<file path="config.mk">
export PLATFORM = sky130hd
export DESIGN_NAME = psk8_symbol_detector
export DESIGN_NICKNAME = d
export VERILOG_FILES = /design/src/rtl/psk8_symbol_detector.sv
export SDC_FILE = /design/constraint.sdc
export NUM_CORES = 1
export LEC_CHECK = 0
export ABC_AREA = 0
export CAP_MARGIN = 30
export CORE_ASPECT_RATIO = 1.5
export CORE_MARGIN = 4
export CORE_UTILIZATION = 43
export CTS_CLUSTER_SIZE = 30
export DETAILED_ROUTE_END_ITERATION = 6
export GPL_TIMING_DRIVEN = 0
export SYNTH_ARGS = -nofsm -noshare
export SYNTH_HDL_FRONTEND = slang
export SYNTH_SLANG_ARGS = --single-unit
</file>
<file path="constraint.sdc">
create_clock -name clk -period 3.45 [get_ports clk]
set_input_delay 0.345 -clock clk [delete_from_list [all_inputs] [get_ports clk]]
set_output_delay 0.345 -clock clk [all_outputs]
set_load 0.02 [all_outputs]
</file>
<file path="src/rtl/psk8_symbol_detector.sv">
// 8-PSK symbol detector: locates the per-period peak of the sampled carrier,
// converts its offset from the phase-0 peak into a 3-bit symbol and checks consistency.
module psk8_symbol_detector #(
  parameter int N_SAMP          = 8,
  parameter int PERIODS_PER_SYM = 4,
  parameter int REF_PEAK        = 2,
  parameter int MIN_PEAK        = 200
) (
  input  logic       clk,
  input  logic       rst,
  input  logic [7:0] sample_in,
  input  logic       sample_valid,
  input  logic       sync_in,
  output logic [2:0] sym_out,
  output logic       sym_valid,
  output logic       sym_err,
  output logic       locked
);

  localparam int SW = $clog2(N_SAMP);
  localparam int PW = (PERIODS_PER_SYM > 1) ? $clog2(PERIODS_PER_SYM) : 1;
  localparam int M  = SW - 3;
  localparam logic [SW-1:0] LAST_SAMP  = SW'(N_SAMP - 1);
  localparam logic [PW-1:0] LAST_PER   = PW'(PERIODS_PER_SYM - 1);
  localparam logic [SW-1:0] REF_IDX    = SW'(REF_PEAK);
  localparam logic [8:0]    MIN_PEAK_V = 9'(MIN_PEAK);

  typedef enum logic {IDLE, MEASURE} state_t;

  state_t          state_q, state_d;
  logic [SW-1:0]   samp_idx_q, samp_idx_d;
  logic [PW-1:0]   per_idx_q, per_idx_d;
  logic [7:0]      max_q, max_d;
  logic [SW-1:0]   argmax_q, argmax_d;
  logic [2:0]      sym_ref_q, sym_ref_d;
  logic            mismatch_q, mismatch_d;
  logic            amp_err_q, amp_err_d;
  logic [2:0]      sym_out_q, sym_out_d;
  logic            sym_valid_q, sym_valid_d;
  logic            sym_err_q, sym_err_d;
  logic            locked_q, locked_d;

  logic            accept, restart, resync;
  logic [SW-1:0]   eff_samp;
  logic [PW-1:0]   eff_per;
  logic [7:0]      cur_max;
  logic [SW-1:0]   cur_arg;
  logic [SW-1:0]   diff;
  logic [2:0]      dec;
  logic            period_end, sym_end, amp_now, mm_now, mm_base, amp_base;

  always_comb begin
    accept  = sample_valid && (state_q == MEASURE || sync_in);
    // A sync that lands on a natural symbol boundary is indistinguishable from no sync.
    restart = sample_valid && sync_in &&
              (state_q == IDLE || samp_idx_q != '0 || per_idx_q != '0);
    resync  = restart && (state_q == MEASURE);

    eff_samp = restart ? '0 : samp_idx_q;
    eff_per  = restart ? '0 : per_idx_q;
    mm_base  = restart ? 1'b0 : mismatch_q;
    amp_base = restart ? 1'b0 : amp_err_q;

    if (eff_samp == '0 || sample_in > max_q) begin
      cur_max = sample_in;
      cur_arg = eff_samp;
    end else begin
      cur_max = max_q;
      cur_arg = argmax_q;
    end

    diff       = REF_IDX - cur_arg;
    dec        = 3'(diff >> M);
    period_end = (eff_samp == LAST_SAMP);
    sym_end    = period_end && (eff_per == LAST_PER);
    amp_now    = period_end && ({1'b0, cur_max} < MIN_PEAK_V);
    mm_now     = period_end && (eff_per != '0) && (dec != sym_ref_q);
  end

  always_comb begin
    state_d     = state_q;
    samp_idx_d  = samp_idx_q;
    per_idx_d   = per_idx_q;
    max_d       = max_q;
    argmax_d    = argmax_q;
    sym_ref_d   = sym_ref_q;
    mismatch_d  = mismatch_q;
    amp_err_d   = amp_err_q;
    sym_out_d   = sym_out_q;
    sym_valid_d = 1'b0;
    sym_err_d   = sym_err_q;
    locked_d    = locked_q;

    if (accept) begin
      state_d    = MEASURE;
      max_d      = cur_max;
      argmax_d   = cur_arg;
      mismatch_d = mm_base | mm_now;
      amp_err_d  = amp_base | amp_now;
      if (period_end) begin
        samp_idx_d = '0;
        per_idx_d  = (eff_per == LAST_PER) ? '0 : eff_per + PW'(1);
      end else begin
        samp_idx_d = eff_samp + SW'(1);
        per_idx_d  = eff_per;
      end
      if (period_end && eff_per == '0) sym_ref_d = dec;
      if (resync) locked_d = 1'b0;
      // Flags are consumed here, so the following sample already starts clean.
      if (sym_end) begin
        sym_valid_d = 1'b1;
        sym_out_d   = dec;
        sym_err_d   = mismatch_d | amp_err_d;
        locked_d    = ~(mismatch_d | amp_err_d);
        mismatch_d  = 1'b0;
        amp_err_d   = 1'b0;
      end
    end
  end

  always_ff @(posedge clk or negedge rst) begin
    if (!rst) begin
      state_q     <= IDLE;
      samp_idx_q  <= '0;
      per_idx_q   <= '0;
      max_q       <= '0;
      argmax_q    <= '0;
      sym_ref_q   <= '0;
      mismatch_q  <= 1'b0;
      amp_err_q   <= 1'b0;
      sym_out_q   <= '0;
      sym_valid_q <= 1'b0;
      sym_err_q   <= 1'b0;
      locked_q    <= 1'b0;
    end else begin
      state_q     <= state_d;
      samp_idx_q  <= samp_idx_d;
      per_idx_q   <= per_idx_d;
      max_q       <= max_d;
      argmax_q    <= argmax_d;
      sym_ref_q   <= sym_ref_d;
      mismatch_q  <= mismatch_d;
      amp_err_q   <= amp_err_d;
      sym_out_q   <= sym_out_d;
      sym_valid_q <= sym_valid_d;
      sym_err_q   <= sym_err_d;
      locked_q    <= locked_d;
    end
  end

  assign sym_out   = sym_out_q;
  assign sym_valid = sym_valid_q;
  assign sym_err   = sym_err_q;
  assign locked    = locked_q;

endmodule
</file>
==> impl_metrics.py <==
metrics = {
    "global_route": {
        "grtUsageTotal": 0.167,
        "grt_overflow": 0,
        "gr-usage-met3": 0.0232,
        "antenna_found_initial": 0,
        "grt_max_degree": 21,
        "globalRouteMet1Util": 0.205,
        "grt_use_met2": 0.288,
        "grt_pass1_vias": 1411,
        "busiest_layer": "met2",
        "grt_pass1_wl_um": 6560,
    },
    "yosys": {
        "avgSynthCellArea_um2": 9.18,
        "synth_seq_cells": 28,
        "syn_nets": 205,
        "synth_cells": 179,
        "ys_seq_area_frac": 0.427,
        "synth_warnings": 0,
        "netlist_area_mm2": 0.00164,
        "synth_cell_type_count": 42,
    },
    "pwr": {
        "peakVddDrop_mv": 0.350,
        "power.switching_mw": 0.526,
        "leakagePower_nw": 0.969,
        "switching_share": 0.390,
        "p_per_area_mw_per_mm2": 659,
        "p_clk_frac": 0.127,
        "p_int_mw": 0.822,
        "p_seq_frac": 0.351,
        "combPwrFrac": 0.521,
    },
    "route": {
        "firstDrtPassIters": 4,
        "vias_per_cell": 5.66,
        "finalWirelength_um": 3750,
        "drt_iter0_drc": 31,
        "drc": 0,
        "wl_per_cell_um": 15.2,
        "vias": 1397,
        "ant_nets": 0,
    },
    "worst_setup_path": {
        "slowest_delay_ns": 0.45,
        "crit_type": "in2reg",
        "endpoint_kind": "register",
        "worstPathMaxFanout": 7,
        "crit_family": "simple AND/OR/NAND/NOR gates",
        "crit_path_cell_trace": "clkdlybuf4s50_1 > ha_1 > nand4_1 > or2_1 > buf_6 > a31o_1 > nor3_2 > inv_1 > ha_2 > xor2_1 > or3b_4 > a221oi_4 > o31a_1",
        "worstPathArrival_ns": 3.49,
        "crit_required_ns": 3.65,
        "r2r_setup_slack_ns": 0.23,
        "setup.worst_path.start_class": "input pin",
        "slowest_stage": "clkdlybuf4s50_1",
        "path_buf_inv": 3,
    },
    "layout": {
        "n_fill_cell": 363,
        "syn2layout_area_growth_pct": 24.5,
        "fin_util": 0.556,
        "layout_commonest_cell": "nand2_1",
        "seq_area_um2": 701,
        "final_design_area_no_fill_mm2": 0.00205,
        "most-common-layout-cells": "nand2_1, dfrtp_1, o21ai_0, inv_1, clkdlybuf4s50_1",
        "layout-drive-gt1-share": 0.137,
        "antennaDiodeCount": 0,
        "layout.cells.non_filler": 247,
        "multi_input_area_um2": 922,
        "fin_nets": 232,
    },
    "placed_design": {
        "place_inst": 240,
        "dpl_cell_area_mm2": 0.00189,
        "portBuffers": 17,
        "hpwl_um": 2900,
        "routabilityCongestion": 0.859,
    },
    "sta": {
        "slew_violations": 0,
        "tightest_slew_ns": 0.665,
        "finalSetupViolCount": 0,
        "fmax_mhz": 304,
        "maxSlewHeadroom": 0.555,
        "hold_viol": 0,
        "fin_crit_sh": 0.953,
        "fin_crit_ns": 3.29,
        "skew_ns": 0.00693,
    },
    "floorplan": {
        "fp-row-count": 27,
        "coreArea_mm2": 0.00368,
        "io-pin-count": 18,
        "start_util": 0.446,
        "die_h_um": 83.7,
        "die_x_um": 58.5,
        "die_area_mm2": 0.00489,
    },
    "status": {
        "status": "complete, no violations",
    },
    "clock_tree": {
        "insertion_delay_ns": 0.27,
        "htreeDepth": 1,
        "clk_path_buf_depth": 2,
        "tritoncts": "built",
        "hold_buffers": 0,
        "root_buffer": "clkbuf_8",
        "clk_pin_slew_worst_paths_ns": 0.09,
        "cts_sinks": 28,
        "cts_made_buffers": 3,
    },
    "worst_hold_path": {
        "hp-class": "in2reg",
    },
    "flow_run": {
        "cap_viol_max_count": 0,
    },
}
## cells by family after synthesis
family / count (synthesis) / share of synthesized area
compound gates: 54 / 0.216
xor+xnor: 4 / 0.0213
fa+ha+maj: 14 / 0.107
buf+inv: 21 / 0.0571
flops: 28 / 0.427
mux: 3 / 0.0206
simple gates: 55 / 0.152
## final cells by class
cell class                      instances  area share
Multi-Input combinational cell        130       0.451
Sequential cell                        28       0.343
Timing Repair Buffer                   22       0.114
Inverter                               17      0.0312
Tap cell                               43      0.0263
Clock buffer                            3      0.0202
Buffer                                  4      0.0147
## final timing paths
check,from,cells past startpoint,to
setup / recovery,sample_in[3],13,locked
hold / removal,sample_in[5],3,max_q[5]
setup reg to reg,max_q[3],13,locked
hold reg to reg,sym_out[2],2,sym_out[2]
max in group asynchronous,rst,2,argmax_q[1]
min in group asynchronous,rst,1,max_q[3]
## synthesized netlist by cell type
cell type  count  area [um^2]
a211oi_1       1         7.51
or2_1          1         6.26
nand2b_1       3         18.8
o21a_1         1         7.51
o41ai_1        1         8.76
xor2_1         2         17.5
o31ai_1        3         22.5
or3b_2         1         8.76
inv_1         17         63.8
o21ai_0       23          115
nand4_1        2         12.5
a31o_2         1         8.76
a31oi_1        2         12.5
nor2b_1        1         6.26
o31a_1         1         8.76
nor4b_1        1         8.76
a221oi_2       1         15.0
dfrtp_1       28          701
a21o_1         2         15.0
nand3_1        4         20.0
and3_1         1         6.26
o21bai_1       1         7.51
a221oi_1       1         8.76
clkbuf_1       2         7.51
a21bo_2        1         10.0
a31o_1         1         8.76
a221o_1        1         10.0
nor2_1         6         22.5
a32o_1         1         10.0
buf_6          2         22.5
mux2_2         3         33.8
o211ai_1       1         7.51
o21ai_1        2         10.0
a21oi_1        5         25.0
a2111oi_0      1         8.76
nand2_1       33          124
xnor2_1        2         17.5
or4_4          1         11.3
o311ai_0       2         17.5
a32oi_1        1         8.76
nor3_1         1         5.00
ha_1          14          175
## metal layers
layer  up-vias  routed length, um
met4         0                 92
li1        684                  -
met2        26               1990
met3         6                111
met1       681               1560
met5         -                  0
## power by group through the flow
stage               sequential (mW)  combinational (mW)  clock (mW)
CTS                           0.473               0.663       0.181
finish                        0.474               0.703       0.172
global placement              0.472               0.562           0
detailed placement            0.480               0.580           0
floorplan                     0.461               0.445           0
global route                  0.482               0.802       0.193
## through the flow
step | total power, mW | setup TNS [ns] | hold WS [ns] | setup WS (ns)
floorplan | 0.905 | 0 | 0.0494 | 0.337
global placement | 1.03 | -1.47 | 0.465 | -0.508
detailed placement | 1.06 | -1.67 | 0.469 | -0.569
CTS | 1.32 | 0 | 0.451 | 0.00246
global route | 1.48 | -0.00368 | 0.430 | -0.00231
finish | 1.35 | 0 | 0.380 | 0.162
## sequential cells by signal, indices dropped and copies added (netlist names)
name and cells:
sym_err 1, locked 1, sym_out 3, amp_err_q 1, state_q 1, argmax_q 3
mismatch_q 1, sym_valid 1, samp_idx_q 3, sym_ref_q 3, max_q 8, per_idx_q 2
## worst register-to-register path, cell delays in order, from the launching register on
cell and delay, ns:
dfrtp_1 0.41, inv_1 0.08, ha_1 0.31, nand4_1 0.14, or2_1 0.27, buf_6 0.14, a31o_1 0.24, nor3_2 0.21
inv_1 0.07, ha_2 0.20, xor2_1 0.17, or3b_4 0.41, a221oi_4 0.35, o31a_1 0.17
## what timing repair did
item	CTS	global route
resized for setup	7	10
cloned	0	0
endpoints found under the setup margin	3	3
pin swaps	3	11
buffers inserted	2	2
(Power assumes the default switching activity.)
